--- src/rtl/sap_microseq_if.sv ---
// Handshake bundle between the SAP control block and the datapath it sequences.
// The master drives step/opcode/flags; the slave (sequencer) returns control and status.
interface sap_microseq_if #(
    parameter int unsigned OPCODE_W = 4,
    parameter int unsigned TW       = 3
);
    logic                step_en;
    logic [OPCODE_W-1:0] opcode;
    logic                flag_z;
    logic                flag_c;
    logic [14:0]         ctrl;
    logic [TW-1:0]       tstate;
    logic                instr_done;
    logic                halted;

    modport master (
        output step_en, opcode, flag_z, flag_c,
        input  ctrl, tstate, instr_done, halted
    );

    modport slave (
        input  step_en, opcode, flag_z, flag_c,
        output ctrl, tstate, instr_done, halted
    );
endinterface

--- src/rtl/sap_microseq.sv ---
// Microcoded SAP sequencer: fetch T0..T2, opcode-dependent execute T3..T5 with early
// termination, conditional jumps, sticky halt and single-step freeze.
module sap_microseq #(
    parameter int unsigned OPCODE_W      = 4,
    parameter int unsigned T_MAX         = 6,
    parameter logic [14:0] CTRL_IDLE     = 15'h0FE3,
    parameter bit          HALT_ON_UNDEF = 1'b0
) (
    input logic           clk,
    input logic           rst,
    sap_microseq_if.slave bus
);
    localparam int unsigned TW = $clog2(T_MAX + 1);

    // Masks of the control bits this sequencer ever drives to their active level.
    localparam logic [14:0] M_PC_INC    = 15'h4000;
    localparam logic [14:0] M_PC_EN     = 15'h2000;
    localparam logic [14:0] M_PC_LOAD   = 15'h1000;
    localparam logic [14:0] M_MAR_ADDR  = 15'h0800;
    localparam logic [14:0] M_RAM_EN    = 15'h0200;
    localparam logic [14:0] M_RAM_LOAD  = 15'h0100;
    localparam logic [14:0] M_IR_LOAD   = 15'h0080;
    localparam logic [14:0] M_IR_EN     = 15'h0040;
    localparam logic [14:0] M_REGA_LOAD = 15'h0020;
    localparam logic [14:0] M_REGA_EN   = 15'h0010;
    localparam logic [14:0] M_ADDER_SUB = 15'h0008;
    localparam logic [14:0] M_REGB_EN   = 15'h0004;
    localparam logic [14:0] M_REGB_LOAD = 15'h0002;
    localparam logic [14:0] M_OUT_LOAD  = 15'h0001;

    localparam logic [3:0] K_HLT = 4'd0;
    localparam logic [3:0] K_NOP = 4'd1;
    localparam logic [3:0] K_ADD = 4'd2;
    localparam logic [3:0] K_SUB = 4'd3;
    localparam logic [3:0] K_LDA = 4'd4;
    localparam logic [3:0] K_OUT = 4'd5;
    localparam logic [3:0] K_STA = 4'd6;
    localparam logic [3:0] K_JMP = 4'd7;
    localparam logic [3:0] K_JZ  = 4'd8;
    localparam logic [3:0] K_JC  = 4'd9;

    typedef enum logic [TW-1:0] {
        T0   = TW'(0),
        T1   = TW'(1),
        T2   = TW'(2),
        T3   = TW'(3),
        T4   = TW'(4),
        T5   = TW'(5),
        IDLE = TW'(T_MAX)
    } state_t;

    state_t              r_state;
    logic [14:0]         r_ctrl;
    logic                r_done;
    logic                r_halted;
    logic [OPCODE_W-1:0] r_op_q;
    logic                r_fz;
    logic                r_fc;

    logic [3:0]  w_kind_in;
    logic [3:0]  w_kind_q;
    state_t      w_next;
    logic [14:0] w_word_t3;
    logic [14:0] w_word_next;

    // Map a raw opcode to the instruction it executes; undefined ones become HLT or NOP.
    function automatic logic [3:0] f_kind(input logic [OPCODE_W-1:0] op);
        if (((op >> 4) == '0) && (op[3:0] <= 4'd9))
            return op[3:0];
        return HALT_ON_UNDEF ? K_HLT : K_NOP;
    endfunction

    function automatic logic [14:0] f_exec_word(input logic [3:0] k, input state_t s,
                                                 input logic fz, input logic fc);
        logic [14:0] m;
        m = '0;
        case (k)
            K_ADD, K_SUB: begin
                if (s == T3) m = M_IR_EN | M_MAR_ADDR;
                if (s == T4) m = M_RAM_EN | M_REGB_LOAD;
                if (s == T5) m = M_REGB_EN | M_REGA_LOAD | ((k == K_SUB) ? M_ADDER_SUB : 15'h0000);
            end
            K_LDA: begin
                if (s == T3) m = M_IR_EN | M_MAR_ADDR;
                if (s == T4) m = M_RAM_EN | M_REGA_LOAD;
            end
            K_OUT: if (s == T3) m = M_REGA_EN | M_OUT_LOAD;
            K_STA: begin
                if (s == T3) m = M_IR_EN | M_MAR_ADDR;
                if (s == T4) m = M_REGA_EN | M_RAM_LOAD;
            end
            K_JMP: if (s == T3) m = M_IR_EN | M_PC_LOAD;
            K_JZ:  if ((s == T3) && fz) m = M_IR_EN | M_PC_LOAD;
            K_JC:  if ((s == T3) && fc) m = M_IR_EN | M_PC_LOAD;
            default: m = '0;
        endcase
        return CTRL_IDLE ^ m;
    endfunction

    // Final T-state of each instruction; reaching it raises instr_done.
    function automatic state_t f_last(input logic [3:0] k);
        case (k)
            K_ADD, K_SUB: return T5;
            K_LDA, K_STA: return T4;
            default:      return T3;
        endcase
    endfunction

    assign w_kind_in   = f_kind(bus.opcode);
    assign w_kind_q    = f_kind(r_op_q);
    assign w_next      = state_t'(r_state + TW'(1));
    assign w_word_t3   = f_exec_word(w_kind_in, T3, bus.flag_z, bus.flag_c);
    assign w_word_next = f_exec_word(w_kind_q, w_next, r_fz, r_fc);

    always_ff @(posedge clk or posedge rst) begin
        if (rst) begin
            r_state  <= IDLE;
            r_ctrl   <= CTRL_IDLE;
            r_done   <= 1'b0;
            r_halted <= 1'b0;
            r_op_q   <= '0;
            r_fz     <= 1'b0;
            r_fc     <= 1'b0;
        end else if (bus.step_en && !r_halted) begin
            case (r_state)
                IDLE: begin
                    r_state <= T0;
                    r_ctrl  <= CTRL_IDLE ^ (M_PC_EN | M_MAR_ADDR);
                    r_done  <= 1'b0;
                end
                T0: begin
                    r_state <= T1;
                    r_ctrl  <= CTRL_IDLE ^ (M_RAM_EN | M_IR_LOAD);
                    r_done  <= 1'b0;
                end
                T1: begin
                    r_state <= T2;
                    r_ctrl  <= CTRL_IDLE ^ M_PC_INC;
                    r_done  <= 1'b0;
                end
                T2: begin
                    r_state  <= T3;
                    r_op_q   <= bus.opcode;
                    r_fz     <= bus.flag_z;
                    r_fc     <= bus.flag_c;
                    r_ctrl   <= w_word_t3;
                    r_done   <= (f_last(w_kind_in) == T3);
                    r_halted <= (w_kind_in == K_HLT);
                end
                T3, T4: begin
                    if (r_done) begin
                        r_state <= T0;
                        r_ctrl  <= CTRL_IDLE ^ (M_PC_EN | M_MAR_ADDR);
                        r_done  <= 1'b0;
                    end else begin
                        r_state <= w_next;
                        r_ctrl  <= w_word_next;
                        r_done  <= (f_last(w_kind_q) == w_next);
                    end
                end
                T5: begin
                    r_state <= T0;
                    r_ctrl  <= CTRL_IDLE ^ (M_PC_EN | M_MAR_ADDR);
                    r_done  <= 1'b0;
                end
                default: begin
                    r_state <= IDLE;
                    r_ctrl  <= CTRL_IDLE;
                    r_done  <= 1'b0;
                end
            endcase
        end
    end

    assign bus.ctrl       = r_ctrl;
    assign bus.tstate     = r_state;
    assign bus.instr_done = r_done;
    assign bus.halted     = r_halted;
endmodule

--- src/flat_wrapper.sv ---
// flat-port wrapper written by rule: the top's interface ports become plain ports
module sap_microseq_flat 
#(
    parameter int unsigned OPCODE_W      = 4,
    parameter int unsigned T_MAX         = 6,
    parameter logic [14:0] CTRL_IDLE     = 15'h0FE3,
    parameter bit          HALT_ON_UNDEF = 1'b0
)
  (clk, rst, bus_step_en, bus_opcode, bus_flag_z, bus_flag_c, bus_ctrl, bus_tstate, bus_instr_done, bus_halted);
  sap_microseq_if #(.OPCODE_W(OPCODE_W), .TW((3))) bus_i ();
  input logic clk;
  input logic rst;
  input wire logic [$bits(bus_i.step_en)-1:0] bus_step_en;
  input wire logic [$bits(bus_i.opcode)-1:0] bus_opcode;
  input wire logic [$bits(bus_i.flag_z)-1:0] bus_flag_z;
  input wire logic [$bits(bus_i.flag_c)-1:0] bus_flag_c;
  output wire logic [$bits(bus_i.ctrl)-1:0] bus_ctrl;
  output wire logic [$bits(bus_i.tstate)-1:0] bus_tstate;
  output wire logic [$bits(bus_i.instr_done)-1:0] bus_instr_done;
  output wire logic [$bits(bus_i.halted)-1:0] bus_halted;
  assign bus_i.step_en = bus_step_en;
  assign bus_i.opcode = bus_opcode;
  assign bus_i.flag_z = bus_flag_z;
  assign bus_i.flag_c = bus_flag_c;
  assign bus_ctrl = bus_i.ctrl;
  assign bus_tstate = bus_i.tstate;
  assign bus_instr_done = bus_i.instr_done;
  assign bus_halted = bus_i.halted;
  sap_microseq #(.OPCODE_W(OPCODE_W), .T_MAX(T_MAX), .CTRL_IDLE(CTRL_IDLE), .HALT_ON_UNDEF(HALT_ON_UNDEF)) u_core (.clk(clk), .rst(rst), .bus(bus_i));
endmodule
--- config.mk ---
export PLATFORM = sky130hd
export DESIGN_NAME = sap_microseq_flat
export DESIGN_NICKNAME = d
export VERILOG_FILES = /design/src/rtl/sap_microseq_if.sv /design/src/rtl/sap_microseq.sv /design/src/flat_wrapper.sv
export SDC_FILE = /design/constraint.sdc
export NUM_CORES = 1
export LEC_CHECK = 0
export CAP_MARGIN = 20
export CELL_PAD_IN_SITES_DETAIL_PLACEMENT = 1
export CELL_PAD_IN_SITES_GLOBAL_PLACEMENT = 1
export CORE_ASPECT_RATIO = 1.75
export CORE_MARGIN = 1.5
export CORE_UTILIZATION = 26
export DETAILED_ROUTE_END_ITERATION = 10
export GPL_ROUTABILITY_DRIVEN = 0
export GPL_TIMING_DRIVEN = 0
export PLACE_DENSITY = 0.58
export SYNTH_ARGS = -nofsm -noshare
export SYNTH_HDL_FRONTEND = slang
export SYNTH_SLANG_ARGS = --single-unit
--- constraint.sdc ---
create_clock -name clk -period 2.7 [get_ports clk]
set_clock_uncertainty 0.15 [all_clocks]
set_input_delay 0.54 -clock clk [delete_from_list [all_inputs] [get_ports clk]]
set_output_delay 0.54 -clock clk [all_outputs]
set_load 0.02 [all_outputs]
==> summary.txt <==
Outcome
  – Run status: completed

Logic synthesis
  – Syn nets: ~190
  – Prevailing post-synth register cell: dfrtp_1
  – Synthesized flop and latch total: 25
  – Gate Count Post-Synth: 176
  – Synth area leader: dfrtp_1
  – Synth area leaders: dfrtp_1 24%, dfstp_2 17%, nor2_1 5.6%
  – Avg Inst Size Synth: around 8.7 µm²
  – Synthesized area: about 0.0015 mm²
  – Post-synthesis sequential area ratio: approximately 42%
  – Post-synth top area share: 24.5%
  – Top-count cell post-synth: nor2_1
  – Fraction of registers with async set/reset: 100%
  – Post-synth top cells: 23 x nor2_1, 16 x nand2_1, 16 x o21ai_0
  – Synth Warn #: 0
  – Distinct cells, synth: 41
  – Number of enable flip-flop cells after synthesis: 0

Cells and area
  – Fillers: just under 700
  – Nets: approximately 220
  – Reg area: about 640 µm²
  – Share of layout cells above drive strength 1: 15.0%
  – Area occupied by multi-input gates: ~810 µm²
  – N_diodes: 0
  – Post-layout util: approximately a third
  – Area Growth Syn to Fin: 28.1%

Timing
  – Max Slew Vio Count: 0
  – Fin. Hold Viols: 0
  – Worst Tran Pin Value: between 0.6 and 0.7 ns
  – RSZ-0062 raised after global routing: false
  – Maximum clock rate: just under 0.4 GHz
  – Slew headroom: between 50% and 60%
  – Crit path time final: between 2 and 3 ns
  – Setup WS post-layout: roughly 0.16 ns
  – Endpoints failing setup: 0
  – Final critical-path share of the clock period: 94.2%
  – Setup TNS: 0 ns

CTS
  – # resized after CTS: 0
  – Clock buffer depth: 2
  – H-tree depth: 1
  – Postcts setup bufs: 0
  – Clock Root Buffer: clkbuf_8
  – Hold_buf cts: 0
  – Number of buffers created by CTS: 3
  – Clock tree sinks: 25
  – Skew-Pair Late Insertion Delay: roughly 0.29 ns
  – Clock-pin slew on the worst setup and hold paths: ~0.10 ns
  – TritonCTS clock tree: done

Drt
  – Drt total wl: 4610 µm
  – Initial DRC count: 27
  – Detailed-route wire length per cell: 16.3 µm
  – Detail Route Antenna Nets: 0
  – Via density: between 4 and 5
  – Remaining DRCs: 0
  – Vias after detailed routing: 1364
  – DR pass1 iterations: 4

Setup path
  – CP endpoint kind: flop
  – CP top delay family: simple AND/OR/NAND/NOR gates
  – Crit. Startpoint: u_core.bus.tstate[0]
  – Worst Setup EP: u_core.bus.ctrl[8]
  – Reg2Reg Setup Slack: 0.16 ns
  – Crit path kind: flop to flop
  – CP max-delay cell: nor4_1
  – Crit path cell chain: inv_1 > ha_1 > buf_4 > mux2i_1 > or2_1 > clkbuf_1 > nor4_1 > a41oi_1
  – Worst r2r src: u_core.bus.tstate[0]
  – Crit-path max cell delay: between 0.5 and 0.6 ns
  – Worst EP arrival: ~2.6 ns
  – Startpoint types: flop
  – Worst EP required: ~2.7 ns
  – Crit path max fanout: 8
  – Critical path depth: 8
  – Critical path buffers and inverters: 3
  – Worst r2r dst: u_core.bus.ctrl[8]
  – Reg2Reg Depth: 8

Global routing
  – Vias in the first global route: roughly 1500
  – Initial antenna violation count: 0
  – First-pass GRT wire length: just under 8000 µm
  – GRT overflow: 0
  – Largest net degree at the start of global routing: 26
  – All-Layer GR Usage: roughly 16%

Power
  – Leakage: 0.775 nW
  – Clock group share of total power: a little over a tenth
  – PwrDens: around 1100 mW/mm²
  – Power share of the combinational group: 60.2%
  – Max VDD drop: ~0.32 mV
  – P_int: ~0.0012 W
  – Sw frac: between 40% and 50%
  – Sequential power share: 28.8%
  – P_sw: 0.00106 W

Place
  – Post-place setup slack: ~0.12 ns
  – IO buf count: 26
  – Post-DP HPWL: approximately 3500 µm

Floorplan
  – Die width: 61.1 µm
  – Area of the core: 0.00563 mm²
  – Chip height: 105 µm
  – Top Ports: 29
  – Initial Utilization: about 27%
  – Number of core rows: 36
  – Die ar.: roughly 0.0064 mm²

Hold path
  – Worst min-delay path class: input port to async pin

Job
  – Max cap viols: 0
==> sequential cells by signal, indices dropped and copies added, names as in the netlist <==
signal,flops
u_core.r_fc,1
u_core.r_fz,1
u_core.bus.instr_done,1
u_core.bus.ctrl,14
u_core.bus.tstate,3
u_core.bus.halted,1
u_core.r_op_q,4
==> cell families (layout without fill, tap and decap cells) <==
group	Yosys count	count (layout)	share of synthesized area (%)
xor gates and xnor gates	1	1	0.571
DFF	25	25	41.6
adders and majority gates	6	6	4.89
buffers and inverters	20	51	5.55
other	1	1	0.244
and+or+nand+nor	70	70	22.3
AOI/OAI and AO/OA	43	43	17.7
muxes	10	10	7.10
==> layout by cell type (no fill, tap or decap), types with 3 or more instances in the layout <==
cell / Yosys / layout
clkdlybuf4s50_1: 0 / 26
nor2_1: 23 / 23
nand2_1: 16 / 16
o21ai_0: 16 / 16
dfrtp_1: 15 / 15
dfstp_2: 10 / 10
clkbuf_1: 9 / 9
a21oi_1: 8 / 8
inv_1: 7 / 7
mux2_2: 7 / 7
nor2b_1: 6 / 6
ha_1: 6 / 6
nand2b_1: 5 / 5
nor3_1: 5 / 5
a31oi_1: 4 / 4
mux2i_1: 3 / 3
nor4_1: 3 / 3
clkbuf_8: 0 / 3
==> routing by layer <==
layer	vias to the layer above	global-route usage, %	wire length (µm)
met5	-	0	0
li1	675	-	-
met4	0	6.99	68
met1	666	18.4	1850
met3	5	1.86	60
met2	18	28.6	2620
==> cell type report <==
cell class / instances / area share [%]
buffer: 13 / 2.99
clock buffer: 3 / 2.10
clock inverter: 1 / 0.382
inverter: 7 / 1.34
multi-input combinational: 131 / 41.2
sequential: 25 / 32.5
tap: 76 / 4.84
timing repair buffer: 27 / 14.6
==> per-stage QoR <==
step	hold WS (ns)	power (W)	instances	instance area (µm²)
floorplan	0.330	0.00154	176	1530
global placement	0.317	0.00201	278	1890
detailed placement	0.325	0.00202	278	1890
CTS	0.341	0.00228	282	1940
global route	0.342	0.00245	283	1970
finish	0.319	0.00225	283	1970
==> power by group through the flow <==
stage / Clock (W) / Sequential (W) / Combinational, W
final: 0.000248 / 0.000648 / 0.00136
after global routing: 0.000267 / 0.000672 / 0.00151
after CTS: 0.000258 / 0.000655 / 0.00137
after detailed placement: 0 / 0.000663 / 0.00136
after global placement: 0 / 0.000655 / 0.00135
after floorplan: 0 / 0.000750 / 0.000787
==> worst min path at each step <==
| stage | start | endpoint | slack [ns] | cells past startpoint |
|---|---|---|---|---|
| after global routing | rst | u_core.bus.ctrl[2] | 0.34 | 2 |
| after detailed placement | u_core.bus.ctrl[7] | u_core.bus.ctrl[7] | 0.32 | 2 |
| after floorplan | u_core.r_fz | u_core.r_fz | 0.33 | 1 |
| after CTS | u_core.bus.ctrl[7] | u_core.bus.ctrl[7] | 0.34 | 2 |
| after global placement | u_core.bus.ctrl[12] | u_core.bus.ctrl[12] | 0.32 | 2 |
| final | rst | u_core.bus.ctrl[2] | 0.32 | 2 |
No activity file was read; power rests on OpenSTA's default activity.
